<file path="src/rtl/fft_frame_ctrl.sv">
// Frame sequencer for the 32-point FFT: loads one contiguous frame, times the core flush,
// the sorter start pulse and the sorter result window. Carries no data.

module fft_frame_ctrl #(
  parameter int N        = 32,
  parameter int PIPE_LAT = 31,
  parameter int SORT_LAT = 32
) (
  input  logic                 i_clk,
  input  logic                 i_rst,
  input  logic                 i_in_valid,
  output logic                 o_in_ready,
  output logic                 o_start_fft,
  output logic [$clog2(N)-1:0] o_fft_cnt,
  output logic                 o_start_sorting,
  output logic                 o_out_valid,
  output logic                 o_out_last,
  output logic                 o_busy,
  output logic                 o_err,
  input  logic                 i_err_clr,
  output logic [7:0]           o_frame_cnt
);

  localparam int         CW         = $clog2(N);
  localparam logic [7:0] C_LOAD_END = 8'(N - 1);
  localparam logic [7:0] C_SORT     = 8'(PIPE_LAT);
  localparam logic [7:0] C_RUN_END  = 8'(PIPE_LAT + SORT_LAT - 1);
  localparam logic [7:0] C_EMIT_END = 8'(PIPE_LAT + SORT_LAT + N - 1);
  localparam bit         C_NO_RUN   = (PIPE_LAT + SORT_LAT) <= N;

  typedef enum logic [1:0] {S_IDLE, S_LOAD, S_RUN, S_EMIT} state_t;

  state_t        r_state;
  state_t        w_state_nxt;
  logic [7:0]    r_tmr;
  logic [7:0]    w_tmr_nxt;
  logic          w_accept;
  logic          w_abort;

  logic [CW-1:0] r_fft_cnt;
  logic          r_start_sorting;
  logic          r_out_valid;
  logic          r_out_last;
  logic          r_busy;
  logic          r_err;
  logic [7:0]    r_frame_cnt;

  always_comb begin
    w_state_nxt = r_state;
    w_tmr_nxt   = r_tmr;
    w_accept    = 1'b0;
    w_abort     = 1'b0;
    case (r_state)
      S_IDLE: begin
        if (i_in_valid) begin
          w_accept    = 1'b1;
          w_state_nxt = S_LOAD;
          w_tmr_nxt   = 8'd1;
        end
      end
      S_LOAD: begin
        // the core has no stall path, so a gap kills the frame
        if (!i_in_valid) begin
          w_abort     = 1'b1;
          w_state_nxt = S_IDLE;
          w_tmr_nxt   = 8'd0;
        end else begin
          w_tmr_nxt = r_tmr + 8'd1;
          if (r_tmr == C_LOAD_END) begin
            w_state_nxt = C_NO_RUN ? S_EMIT : S_RUN;
          end
        end
      end
      S_RUN: begin
        w_tmr_nxt = r_tmr + 8'd1;
        if (r_tmr == C_RUN_END) begin
          w_state_nxt = S_EMIT;
        end
      end
      S_EMIT: begin
        if (r_tmr == C_EMIT_END) begin
          w_state_nxt = S_IDLE;
          w_tmr_nxt   = 8'd0;
        end else begin
          w_tmr_nxt = r_tmr + 8'd1;
        end
      end
      default: begin
        w_state_nxt = S_IDLE;
        w_tmr_nxt   = 8'd0;
      end
    endcase
  end

  always_ff @(posedge i_clk) begin
    if (i_rst) begin
      r_state <= S_IDLE;
      r_tmr   <= 8'd0;
    end else begin
      r_state <= w_state_nxt;
      r_tmr   <= w_tmr_nxt;
    end
  end

  // Outputs are registered from the next state/timer so they line up with the timer value.
  always_ff @(posedge i_clk) begin
    if (i_rst) begin
      r_fft_cnt       <= '0;
      r_start_sorting <= 1'b0;
      r_out_valid     <= 1'b0;
      r_out_last      <= 1'b0;
      r_busy          <= 1'b0;
      r_err           <= 1'b0;
      r_frame_cnt     <= 8'd0;
    end else begin
      r_fft_cnt       <= (w_state_nxt == S_LOAD || w_state_nxt == S_RUN) ? w_tmr_nxt[CW-1:0] : '0;
      r_start_sorting <= (w_state_nxt != S_IDLE) && (w_tmr_nxt == C_SORT);
      r_out_valid     <= (w_state_nxt == S_EMIT);
      r_out_last      <= (w_state_nxt == S_EMIT) && (w_tmr_nxt == C_EMIT_END);
      r_busy          <= (w_state_nxt != S_IDLE);
      if (w_abort) begin
        r_err <= 1'b1;
      end else if (i_err_clr) begin
        r_err <= 1'b0;
      end
      if (r_state == S_EMIT && r_tmr == C_EMIT_END) begin
        r_frame_cnt <= r_frame_cnt + 8'd1;
      end
    end
  end

  assign o_in_ready      = (r_state == S_IDLE || r_state == S_LOAD) && !i_rst;
  assign o_start_fft     = w_accept && !i_rst;
  assign o_fft_cnt       = r_fft_cnt;
  // the pulse is registered ahead of time, so a gap in the same cycle must still veto it
  assign o_start_sorting = r_start_sorting && !w_abort;
  assign o_out_valid     = r_out_valid;
  assign o_out_last      = r_out_last;
  assign o_busy          = r_busy;
  assign o_err           = r_err;
  assign o_frame_cnt     = r_frame_cnt;

endmodule

</file>
<file path="config.mk">
export PLATFORM = sky130hd
export DESIGN_NAME = fft_frame_ctrl
export DESIGN_NICKNAME = d
export VERILOG_FILES = /design/src/rtl/fft_frame_ctrl.sv
export SDC_FILE = /design/constraint.sdc
export NUM_CORES = 1
export LEC_CHECK = 0
export ABC_AREA = 1
export CORE_ASPECT_RATIO = 2
export CORE_MARGIN = 5
export CORE_UTILIZATION = 45
export CTS_CLUSTER_DIAMETER = 200
export DETAILED_ROUTE_END_ITERATION = 6
export MAX_ROUTING_LAYER = met4
export PLACE_DENSITY_LB_ADDON = 0.3
export SLEW_MARGIN = 10
export SYNTH_ARGS = -nofsm -noshare
export SYNTH_HDL_FRONTEND = slang
export SYNTH_SLANG_ARGS = --single-unit
</file>
<file path="constraint.sdc">
create_clock -name i_clk -period 2.5 [get_ports i_clk]
set_clock_uncertainty 0.2 [all_clocks]
set_input_delay 0.25 -clock i_clk [delete_from_list [all_inputs] [get_ports i_clk]]
set_output_delay 0.25 -clock i_clk [all_outputs]
set_load 0.03 [all_outputs]
</file>
==> results_tabular.tex <==
\begin{tabular}{lr}
\hline
Metric & Value \\
\hline
\multicolumn{2}{l}{\textbf{Floorplanning}} \\
\quad Die height & 90.9 um \\
\quad Floorplan Core Area & 3160 sq um \\
\quad Floorplan die area & 4580 sq um \\
\quad Top-level I/O count & 24 \\
\quad Die span in x & 50.4 um \\
\quad Core Rows & 29 \\
\quad Starting density of the core & 0.466 \\
\multicolumn{2}{l}{\textbf{Layout}} \\
\quad Fillers & 308 \\
\quad Final standard cell count with taps included and fillers excluded & 281 \\
\quad Area Overhead vs Synth & 24.7\% \\
\quad Multi-input gate area in the final layout & 753 sq um \\
\quad Area taken by flip-flops and latches & 561 sq um \\
\quad Most used cells in the layout excluding fill and tap cells & sky130\_fd\_sc\_hd\_\_nand2\_1, sky130\_fd\_sc\_hd\_\_inv\_1, sky130\_fd\_sc\_hd\_\_nor2\_1 \\
\quad Area of all placed cells without fillers & 1830 sq um \\
\quad Most frequent standard cell in the layout excluding fill and tap cells & sky130\_fd\_sc\_hd\_\_nand2\_1 \\
\quad Net total in the final layout & 260 \\
\quad Antenna Diode Count & 0 \\
\quad Fraction of final layout cells sized beyond drive strength 1 & 0.0760 \\
\multicolumn{2}{l}{\textbf{Outcome}} \\
\quad Status & complete, no violations \\
\multicolumn{2}{l}{\textbf{Critical path}} \\
\quad Internal reg-to-reg setup slack & 0.22 ns \\
\quad Kind of end point of the critical path & output pin \\
\quad Setup CP Type & reg2out \\
\quad Maximum fanout count along the critical path & 7 \\
\quad Worst R2R End & o\_fft\_cnt[1] \\
\quad R2r worst-path depth & 13 \\
\quad FF-to-FF Start & r\_tmr[0] \\
\quad Critical Path AT & 1.95 ns \\
\quad Required time at the endpoint of the critical path & 2.05 ns \\
\quad Setup crit start kind & flip-flop \\
\multicolumn{2}{l}{\textbf{CTS}} \\
\quad Deepest level of the CTS H-tree & 1 \\
\quad Setup repair bufs after CTS & 0 \\
\quad Hold Buf Count CTS & 0 \\
\quad Number of buffers created by CTS & 3 \\
\quad TritonCTS sink count & 28 \\
\quad Clock-pin slew reported for the worst setup and hold paths after clock tree synthesis & 0.10 ns \\
\quad Bufs on Longest Clock Path & 2 \\
\quad Insertion delay to the later sink of the worst-skew pair & 0.27 ns \\
\quad CTS root buf & sky130\_fd\_sc\_hd\_\_clkbuf\_8 \\
\quad Clock tree from TritonCTS & done \\
\quad Count of cells resized by post-cts repair & 0 \\
\multicolumn{2}{l}{\textbf{STA}} \\
\quad Highest clock rate & 416 MHz \\
\quad Max-slew headroom at the worst pin & 0.740 \\
\quad Pin slew with the least headroom to its limit & 0.387 ns \\
\quad Setup repair after global routing missed its margin & true \\
\quad Max-slew violation total from the final report & 0 \\
\quad Final Hold Vio Count & 0 \\
\quad Fin crit period & 2.40 ns \\
\quad Setup TNS & 0 ns \\
\quad Count of endpoints failing setup in the final report & 0 \\
\quad Period utilisation layout & 0.961 \\
\multicolumn{2}{l}{\textbf{Route}} \\
\quad DRT antenna net count & 0 \\
\quad Via Count & 1466 \\
\quad Via count normalized by instance count & 5.22 \\
\quad Count of TritonRoute iterations in the first routing pass & 4 \\
\quad Iteration-0 DRC Markers & 42 \\
\quad WL final & 3850 um \\
\quad Post-route DRC & 0 \\
\quad Routed wire length per instance & 13.7 um \\
\multicolumn{2}{l}{\textbf{GRT}} \\
\quad Via count of the first global-routing pass & 1500 \\
\quad Antenna violations before repair & 0 \\
\quad GRT Resource Usage Total & 0.184 \\
\quad Overall overflow remaining after global route & 0 \\
\quad Largest net degree at the start of global routing & 17 \\
\quad Global-route wire length before repair & 6530 um \\
\multicolumn{2}{l}{\textbf{Synthesis}} \\
\quad Synth unique cells & 19 \\
\quad Number of synthesized register bits & 28 \\
\quad Average cell area after synthesis & 6.66 sq um \\
\quad Syn Nets & 230 \\
\quad Post-synthesis instance total & 221 \\
\quad Syn. warnings & 0 \\
\quad Cell area after technology mapping & 1470 sq um \\
\quad Share of synthesized area occupied by flip-flops and latches & 0.381 \\
\multicolumn{2}{l}{\textbf{Power}} \\
\quad Largest vdd supply drop & 0.324 mV \\
\quad Static power due to leakage & 0.852 nW \\
\quad Cell area power density & 495 nW/um\^{}2 \\
\multicolumn{2}{l}{\textbf{Run}} \\
\quad Maximum Capacitance Violations & 0 \\
\multicolumn{2}{l}{\textbf{Hold path}} \\
\quad Class of the worst hold path & reg2reg \\
\quad Hold depth & 2 \\
\quad Hold\_sp & o\_err \\
\quad Endpoint of the worst hold-timing path & o\_err \\
\multicolumn{2}{l}{\textbf{Place}} \\
\quad Detailed-placement wirelength estimate & 3130 um \\
\quad Number of buffers added on ports & 23 \\
\quad Placed Cells & 277 \\
\quad Placement Cell Area & 1760 sq um \\
\quad Placer congestion estimate & 0.952 \\
\hline
\end{tabular}
where the power goes:
part | internal, mW | switching, mW | leakage [nW]
logic | 0.0339 | 0.0626 | 0.590
registers | 0.453 | 0.00468 | 0.227
clock network | 0.214 | 0.139 | 0.0357
total | 0.701 | 0.206 | 0.852
metal layers:
metal  part of all wire  track usage  up-vias
li1                   -            -      743
met1               0.35        0.165      674
met2               0.59        0.349       31
met3              0.016       0.0165       18
met4              0.053        0.107        0
met5                  0            -        -
critical path: stages, from the launching register on:
cell and delay [ns]:
sky130_fd_sc_hd__dfxtp_1 0.37, sky130_fd_sc_hd__nor2_1 0.23, sky130_fd_sc_hd__inv_1 0.19, sky130_fd_sc_hd__nor3_1 0.17, sky130_fd_sc_hd__clkdlybuf4s50_1 0.71
cells by family (layout without fill, tap and decap cells):
family,Yosys count,after routing,synth area share
flip-flops,28,28,0.381
buffers and inverters,42,71,0.107
AO/OA/AOI/OAI,24,24,0.0859
XOR/XNOR,1,1,0.00595
AND/OR/NAND/NOR,121,121,0.378
adder cells (fa/ha/maj),5,5,0.0425
Yosys cell counts, drive strengths merged:
cell type	instances	area share
xnor2	1	0.0060
ha	5	0.043
inv	40	0.10
a21oi	16	0.054
nor3	2	0.0068
nand2	54	0.15
dfxtp	28	0.38
a41oi	1	0.0060
o21ai	6	0.020
nor2	42	0.12
o21a	1	0.0051
nand3	17	0.075
nand4	6	0.026
clkbuf	2	0.0051
flip-flops by register name, summed over array words and instances, names as in the netlist:
signal / count
r_tmr: 8
r_state: 2
o_frame_cnt: 8
o_out_valid: 1
o_busy: 1
r_start_sorting: 1
o_out_last: 1
o_fft_cnt: 5
o_err: 1
how the worst max path moves through the flow:
stage,startpoint,endpoint,cells past startpoint
floorplan,r_tmr[0],o_fft_cnt[0],13
global placement,r_tmr[0],o_fft_cnt[0],13
detailed placement,r_tmr[0],o_fft_cnt[0],13
CTS,r_tmr[0],o_fft_cnt[0],13
global route,r_tmr[1],o_fft_cnt[0],12
finish,r_state[1],o_start_fft,4
per-stage QoR:
step,utilization,total power [mW],hold slack (ns),setup slack (ns)
floorplan,-,0.525,0.119,0.416
finish,0.581,0.907,0.268,0.0971
CTS,0.581,0.915,0.274,0.120
global route,0.581,0.940,0.290,-0.0103
detailed placement,0.558,0.563,0.262,0.146
global placement,0.558,0.562,0.253,0.184
final cells by class:
cell class,count,share of cell area
sequential,28,0.306
clock buffer,3,0.0225
tap,31,0.0211
multi-input combinational,151,0.411
inverter,40,0.0819
timing repair buffer,27,0.142
clock inverter,1,0.0164
No activity file was read; power rests on OpenSTA's default activity.
